<file path="src/rtl/cpu_alu_pkg.sv">
// Shared ALU encodings: operation select values and flag-register bit positions.
package cpu_alu_pkg;

    localparam logic ALU_OP_ADD = 1'b0;
    localparam logic ALU_OP_SUB = 1'b1;

    localparam int FLAG_C    = 0;
    localparam int FLAG_V    = 1;
    localparam int FLAG_Z    = 2;
    localparam int NUM_FLAGS = 3;

endpackage

</file>
<file path="src/rtl/adder_slice.sv">
// Combinational CHUNK-bit adder slice; also reports the carry into its MSB for overflow.
module adder_slice #(
    parameter int CHUNK = 5
) (
    input  logic [CHUNK-1:0] i_a,
    input  logic [CHUNK-1:0] i_b,
    input  logic             i_cin,
    output logic [CHUNK-1:0] o_s,
    output logic             o_cout,
    output logic             o_c_msb
);

    logic [CHUNK:0] w_full;

    assign w_full  = {1'b0, i_a} + {1'b0, i_b} + {{CHUNK{1'b0}}, i_cin};
    assign o_s     = w_full[CHUNK-1:0];
    assign o_cout  = w_full[CHUNK];
    // Sum bit = a ^ b ^ carry-in, so the carry into the MSB falls out of the XOR.
    assign o_c_msb = i_a[CHUNK-1] ^ i_b[CHUNK-1] ^ o_s[CHUNK-1];

endmodule

</file>
<file path="src/rtl/pipelined_add_sub.sv">
// Pipelined add/subtract: one CHUNK-wide slice resolved per stage, carry registered between
// stages, carry/overflow/zero flags produced by the last stage.
module pipelined_add_sub
    import cpu_alu_pkg::*;
#(
    parameter int WIDTH  = 20,
    parameter int STAGES = 4
) (
    input  logic             clk,
    input  logic             rst_n,
    input  logic             in_valid,
    output logic             in_ready,
    input  logic [WIDTH-1:0] a,
    input  logic [WIDTH-1:0] b,
    input  logic             sub,
    output logic             out_valid,
    input  logic             out_ready,
    output logic [WIDTH-1:0] sum,
    output logic             cout,
    output logic             ovf,
    output logic             zero
);

    localparam int CHUNK = WIDTH / STAGES;

    generate
        if (STAGES < 1 || (WIDTH % STAGES) != 0) begin : g_bad_params
            $error("pipelined_add_sub: WIDTH must be a positive multiple of STAGES");
        end
    endgenerate

    // One op in flight: operands, partially resolved sum, carry into the next slice, and
    // flags (meaningful once the last slice has been added).
    typedef struct packed {
        logic                 valid;
        logic [WIDTH-1:0]     a;
        logic [WIDTH-1:0]     bp;
        logic [WIDTH-1:0]     s;
        logic                 c;
        logic [NUM_FLAGS-1:0] flags;
    } stage_t;

    stage_t           r_stage    [STAGES];
    stage_t           w_stage_in [STAGES];
    stage_t           w_next     [STAGES];
    logic [CHUNK-1:0] w_sl_s     [STAGES];
    logic             w_sl_cout  [STAGES];
    logic             w_sl_cmsb  [STAGES];
    logic             w_adv;

    // Handshake: a beat transfers on a side when valid && ready at a rising edge. The whole
    // pipeline moves only when the output register is empty or being consumed; in_ready is
    // that advance signal and never looks at in_valid. When it is low every stage holds.
    assign w_adv    = !r_stage[STAGES-1].valid || out_ready;
    assign in_ready = w_adv;

    always_comb begin
        for (int k = 0; k < STAGES; k++) begin
            w_stage_in[k] = '0;
        end
        w_stage_in[0].valid = in_valid;
        w_stage_in[0].a     = a;
        w_stage_in[0].bp    = (sub == ALU_OP_ADD) ? b : ~b;
        w_stage_in[0].c     = (sub == ALU_OP_SUB);
        for (int k = 1; k < STAGES; k++) begin
            w_stage_in[k] = r_stage[k-1];
        end
    end

    for (genvar k = 0; k < STAGES; k++) begin : g_slice
        adder_slice #(
            .CHUNK (CHUNK)
        ) u_slice (
            .i_a     (w_stage_in[k].a[k*CHUNK +: CHUNK]),
            .i_b     (w_stage_in[k].bp[k*CHUNK +: CHUNK]),
            .i_cin   (w_stage_in[k].c),
            .o_s     (w_sl_s[k]),
            .o_cout  (w_sl_cout[k]),
            .o_c_msb (w_sl_cmsb[k])
        );
    end

    always_comb begin
        for (int k = 0; k < STAGES; k++) begin
            w_next[k]                      = w_stage_in[k];
            w_next[k].s[k*CHUNK +: CHUNK]  = w_sl_s[k];
            w_next[k].c                    = w_sl_cout[k];
            w_next[k].flags[FLAG_C]        = w_sl_cout[k];
            w_next[k].flags[FLAG_V]        = w_sl_cout[k] ^ w_sl_cmsb[k];
            w_next[k].flags[FLAG_Z]        = ~|w_next[k].s;
        end
    end

    always_ff @(posedge clk or negedge rst_n) begin
        if (!rst_n) begin
            for (int k = 0; k < STAGES; k++) begin
                r_stage[k] <= '0;
            end
        end else if (w_adv) begin
            for (int k = 0; k < STAGES; k++) begin
                r_stage[k] <= w_next[k];
            end
        end
    end

    assign out_valid = r_stage[STAGES-1].valid;
    assign sum       = r_stage[STAGES-1].s;
    assign cout      = r_stage[STAGES-1].flags[FLAG_C];
    assign ovf       = r_stage[STAGES-1].flags[FLAG_V];
    assign zero      = r_stage[STAGES-1].flags[FLAG_Z];

endmodule

</file>
<file path="config.mk">
export PLATFORM = sky130hd
export DESIGN_NAME = pipelined_add_sub
export DESIGN_NICKNAME = d
export VERILOG_FILES = /design/src/rtl/cpu_alu_pkg.sv /design/src/rtl/adder_slice.sv /design/src/rtl/pipelined_add_sub.sv
export SDC_FILE = /design/constraint.sdc
export NUM_CORES = 1
export LEC_CHECK = 0
export CORE_ASPECT_RATIO = 1.1
export CORE_UTILIZATION = 30
export DETAILED_ROUTE_END_ITERATION = 7
export GPL_TIMING_DRIVEN = 0
export PLACE_DENSITY_LB_ADDON = 0.3
export REMOVE_ABC_BUFFERS = 1
export SYNTH_ARGS = -nofsm -noshare
export SYNTH_HDL_FRONTEND = slang
export SYNTH_SLANG_ARGS = --single-unit
</file>
<file path="constraint.sdc">
create_clock -name clk -period 1.8 [get_ports clk]
set_input_delay 0.36 -clock clk [delete_from_list [all_inputs] [get_ports clk]]
set_output_delay 0.36 -clock clk [all_outputs]
set_load 0.005 [all_outputs]
</file>
# After elaboration in Yosys (flattened, before gate mapping)
# Cells that the tools add are included.
op_classes:
  add_sub_neg: 8
  n_mul: 0
  div_mod_pow: 0
  magnitude_cmp: 0
  n_eq_ne: 0
  n_shift: 0
  muxes: 1
  n_bitwise: 4
  reduce_logical: 4
ops:
  columns: ["operator", "n"]
  rows:
  - ["5-bit by 5-bit adder with 6-bit output", 4]
  - ["6-bit by 1-bit adder with 6-bit output", 4]
  - ["20-bit 2-to-1 mux", 1]
  - ["20-bit NOT", 1]
  - ["20-bit OR reduction", 1]
  - ["1-bit XOR", 3]
  - ["1-bit zero test", 2]
  - ["1-bit logical OR", 1]
totals:
  ff_bits: 180
  latchBits: 0
  mem_bits_rw: 0
  rom_bits: 0
  input_bits: 45
  mem_count: 0

# Logic depth before layout (Yosys ltp)
logic_depth:
  ltp_word: 4
  ltp_mapped: 8
  mapped_depth_nobuf: 8

# Cells and area by module
# From an unflattened synthesis, not the netlist that was laid out.
unflattened:
  cells_unflattened: 423
  area_unflattened_um2: 5950.7
by_module_without_submodules:
  columns: ["mod", "instances", "cells_per_inst", "area_per_inst_um2", "seq_area_each_um2"]
  rows:
  - ["pipelined_add_sub", 1, 323, 5165.0, 3002.9]
  - ["adder_slice", 4, 25, 196.4, 0.0]

# Worst setup path before layout
# OpenSTA, ideal clock, no wires.
synth_timing:
  path_type: "in2reg"
  start: "in sub"
  end: "reg r_stage[198] (netlist bit)"
  arrival_ns: 2.031
  t_required_ns: 1.667
  slack_ns: -0.364
  cell_stages: 8
  n_path_buf: 2
  cell_sequence: "buf_2 buf_4 xor2_1 ha_1 a21o_1 a31o_4 a2111oi_4 a211oi_1"
synth_between:
  elab_chain_len: 3
synth_rtl:
  columns: ["element", "line", "rtl"]
  rows:
  - ["start, declared", "pipelined_add_sub.sv:15", "input logic sub,"]
  - ["20-bit 2-to-1 mux", "pipelined_add_sub.sv:63", "w_stage_in[0].bp = (sub == ALU_OP_ADD) ? b : ~b;"]
  - ["5-bit by 5-bit adder with 6-bit output", "adder_slice.sv:15", "assign w_full = {1'b0, i_a} + {1'b0, i_b} + {{CHUNK{1'b0}}, i_cin};"]
  - ["6-bit by 1-bit adder with 6-bit output (*)", "adder_slice.sv:15", null]
  - ["end signal, assigned by index", "pipelined_add_sub.sv:101", "r_stage[k] <= w_next[k];"]
  - ["end, declared", "pipelined_add_sub.sv:43", "stage_t r_stage [STAGES];"]
# Mark *: on every way between the ends. The rest lies on a longest branch, timed or not.
# A chain may end at the register's enable or synchronous reset.

# Worst setup path after layout
layout_timing:
  start: "reg r_stage[68] (netlist bit)"
  end: "reg r_stage (netlist bit zero)"
layout_between:
  elab_chain_len: 3
layout_rtl:
  columns: ["element", "line", "rtl"]
  rows:
  - ["6-bit by 1-bit adder with 6-bit output", "adder_slice.sv:15", null]
  - ["20-bit OR reduction", "pipelined_add_sub.sv:90", "w_next[k].flags[FLAG_Z] = ~|w_next[k].s;"]
  - ["1-bit zero test", "pipelined_add_sub.sv:90", null]
# No other way between the ends.

==> impl_metrics.csv <==
group,metric,value,unit
floorplan,rows,51,
logic_synthesis,synth-xor-area-share,4.797,%
logic_synthesis,synth-seq-cells,120,
power,power_density,1757,nW/um^2
run,drv_cap,0,
logic_synthesis,ys_top_cells_by_count,"nand2_1 (263), dfrtp_1 (120), o21ai_0 (29)",
hold_path,min_to,"r_stage[199]$_DFFE_PN0P_",
drt,wl_per_cell,13.61,um
worst_setup_path,cp.buffers_inverters,2,
logic_synthesis,syn_area,5478,um^2
clock_tree,worstSkewPairLatency,0.42,ns
sta,finalClockSkew,0.007439,ns
hold_path,min_path_cells,3,
sta,worst_slack,-0.1307,ns
drt,dr.pass1.iters,4,
drt,ant_nets,0,
sta,slew_headroom,51.88,%
worst_setup_path,crit_slowest_cell,"dfrtp_1",
logic_synthesis,synth_warnings,0,
logic_synthesis,yosysMostFrequentCell,"nand2_1",
place,gp_congestion,0.6947,
sta,report.final.setup_viol,3,
worst_setup_path,cpPeakStageDelay,0.37,ns
worst_setup_path,crit_family,"compound AO/OA/AOI/OAI gates",
outcome,violations,"negative setup slack",
drt,drc_errors,0,
global_route,grt_pass1_wl,20070,um
drt,wirelength,12310,um
logic_synthesis,synth_fa_ha_area_share,6.213,%
worst_setup_path,critPathKind,"reg -> reg",
floorplan,start_util,30.77,%
global_route,grt_pass1_vias,4017,
floorplan,core_area,17800,um^2
clock_tree,cts.htree.levels,4,
outcome,run_status,"complete, but fails checks",
floorplan,ioPinCount,70,
worst_setup_path,crit_chain,"inv_2, fa_2, inv_2, fa_2, a21o_1, a21oi_4, xor2_2, a32o_1",
worst_setup_path,worstReg2RegEnd,"zero$_DFFE_PN0P_",
logic_synthesis,async_flop_share,100.0,%
logic_synthesis,synth-simple-area-share,20.47,%
logic_synthesis,synth_ff_type,"dfrtp_1",
worst_setup_path,critPathLaunchType,"flop",
layout,drive_gt1_share,13.66,%
worst_setup_path,cp_data_arrival_time,2.24,ns
clock_tree,cts_tree,"yes",
sta,hold_viol,0,
place,port_buffers,69,
logic_synthesis,ys_seq_area_share,54.82,%
worst_setup_path,crit_cells,8,
drt,vias,4010,
logic_synthesis,synth.top_cell.area_share,54.82,%
logic_synthesis,syn_inst,587,
sta,max_freq,518.0,MHz
place,place_area,6285,um^2
global_route,grt_overflow,0,
clock_tree,cts-root-buf,"clkbuf_16",
power,vdd_drop_max,0.0006891,V
global_route,grt_usage,14.34,%
layout,syn_to_final_growth,31.96,%
layout,fillers,1723,
sta,finalCritPeriodShare,107.3,%
floorplan,fp.dieH,143.7,um
clock_tree,clk_pin_slew_worst_paths,0.06,ns
logic_synthesis,synth_area_leaders,"dfrtp_1 (55%), nand2_1 (18%), ha_1 (3.7%), xnor2_1 (3.2%), buf_4 (2.9%)",
layout,final_nets,722,
sta,worst_slew_pin_slew,0.7218,ns
sta,min_period,1.931,ns
logic_synthesis,synth_edf_count,0,
logic_synthesis,muxShareOfSynthArea,0.6396,%
logic_synthesis,synth_top_family_by_area,"simple AND/OR/NAND/NOR gates",
place,place_worst_setup_slack,-1.574,ns
sta,slew_violations,0,
worst_setup_path,worst-r2r-cell-count,8,
logic_synthesis,ys_types,33,
logic_synthesis,synth-compound-area-share,7.241,%
place,hpwl,6779,um
clock_tree,cts_buffer_depth,2,
logic_synthesis,syn_avg_cell_area,9.332,um^2
layout,final_area,7228,um^2
hold_path,min_path_type,"in -> reg",
floorplan,dieArea,18800,um^2
hold_path,hold_start,"a[0]",
clock_tree,cts.sinks,120,
global_route,antenna_found_initial,0,
sta,rsz0062_at_grt,"yes",
sta,finalSetupTns,-0.2739,ns
logic_synthesis,yosysTopAreaCell,"dfrtp_1",
worst_setup_path,critPathMaxFanout,2,
clock_tree,cts_buffers,17,
worst_setup_path,crit_path_end_kind,"flop",
global_route,grt_max_degree,94,
floorplan,die_w,130.8,um
drt,drt-vias-per-instance,4.436,
power,p_leak,3.449,nW
worst_setup_path,r2r_slack,-0.13,ns
drt,drt_iter0_drc,217,
worst_setup_path,timing.rr.start,"r_stage[68]$_DFFE_PN0P_",
layout,antenna_cells,0,
worst_setup_path,cp_data_required_time,2.10,ns
-- what timing repair did --
action	CTS	global route
endpoints found under the hold margin	27	0
setup endpoints to repair	106	41
hold buffers	1	0
resized for setup	32	17
setup buffers	10	6
pin swaps	9	17
gates cloned	6	1
-- final cells by class --
class	instances	area, um^2	share of cell area, %
Sequential cell	120	3004	41.56
Clock buffer	24	511.7	7.080
Inverter	13	61.31	0.8482
Multi-Input combinational cell	408	2250	31.12
Timing Repair Buffer	92	996.0	13.78
Tap cell	238	297.8	4.120
Clock inverter	7	90.09	1.246
Timing Repair inverter	2	17.52	0.2423
-- per-stage QoR --
step                power [mW]  instances  util [%]  hold WS, ns
floorplan                7.107        539         -      0.06441
global placement         8.503        846     34.80       0.4427
detailed placement       8.633        849     35.30       0.2482
CTS                      12.64        897     40.04       0.3723
global route             13.72        904     40.60       0.3446
finish                   12.70        904     40.60       0.3194
-- worst min-delay path, stage by stage --
cell and delay [ns]:
dlymetal6s2s_1 0.13, xnor2_1 0.13, o21ai_0 0.07
-- where the power goes --
group	switching (mW)	leakage [nW]	internal, mW
Clock	1.17	0.294	2.24
Sequential	0.700	1.45	3.90
Combinational	2.37	1.70	2.32
Total	4.24	3.45	8.46
-- cell usage in the layout, fill, tap and decap left out, drive strengths merged, types with 5 or more instances in the layout --
| cell | n |
|---|---|
| buf | 21 |
| o21ai | 29 |
| ha | 16 |
| dfrtp | 120 |
| clkdlybuf4s50 | 63 |
| nand2 | 263 |
| inv | 15 |
| clkbuf | 25 |
| a21oi | 12 |
| fa | 7 |
| nor2 | 7 |
| xnor2 | 20 |
| nor3 | 8 |
| a21o | 5 |
| xor2 | 10 |
| o21a | 5 |
-- cells by family after synthesis --
group | after synthesis
adders and majority gates | 23
xor gates and xnor gates | 30
and+or+nand+nor | 289
DFF | 120
AOI/OAI and AO/OA | 61
buffers and inverters | 61
muxes | 3
-- registers in the layout, indices dropped and copies added, names as in the netlist --
name	count
sum	20
out_valid	1
ovf	1
zero	1
r_stage	96
cout	1
-- metal layers --
| metal | global-route usage (%) | part of all wire (%) |
|---|---|---|
| met1 | 17.84 | 46 |
| met2 | 23.56 | 49 |
| met3 | 2.904 | 2.6 |
| met4 | 7.078 | 2.3 |
| met5 | 0 | 0 |
-- worst max-delay path by stage --
stage	startpoint	to	slack [ns]
after CTS	r_stage[124]$_DFFE_PN0P_	zero$_DFFE_PN0P_	-0.13
after detailed placement	sub	r_stage[203]$_DFFE_PN0P_	-1.57
after global placement	out_ready	in_ready	-5.83
after floorplan	out_ready	zero$_DFFE_PN0P_	-2.80
final	r_stage[68]$_DFFE_PN0P_	zero$_DFFE_PN0P_	-0.13
after global routing	r_stage[68]$_DFFE_PN0P_	zero$_DFFE_PN0P_	-0.22
Note: power is estimated with default switching activity, not from simulation.
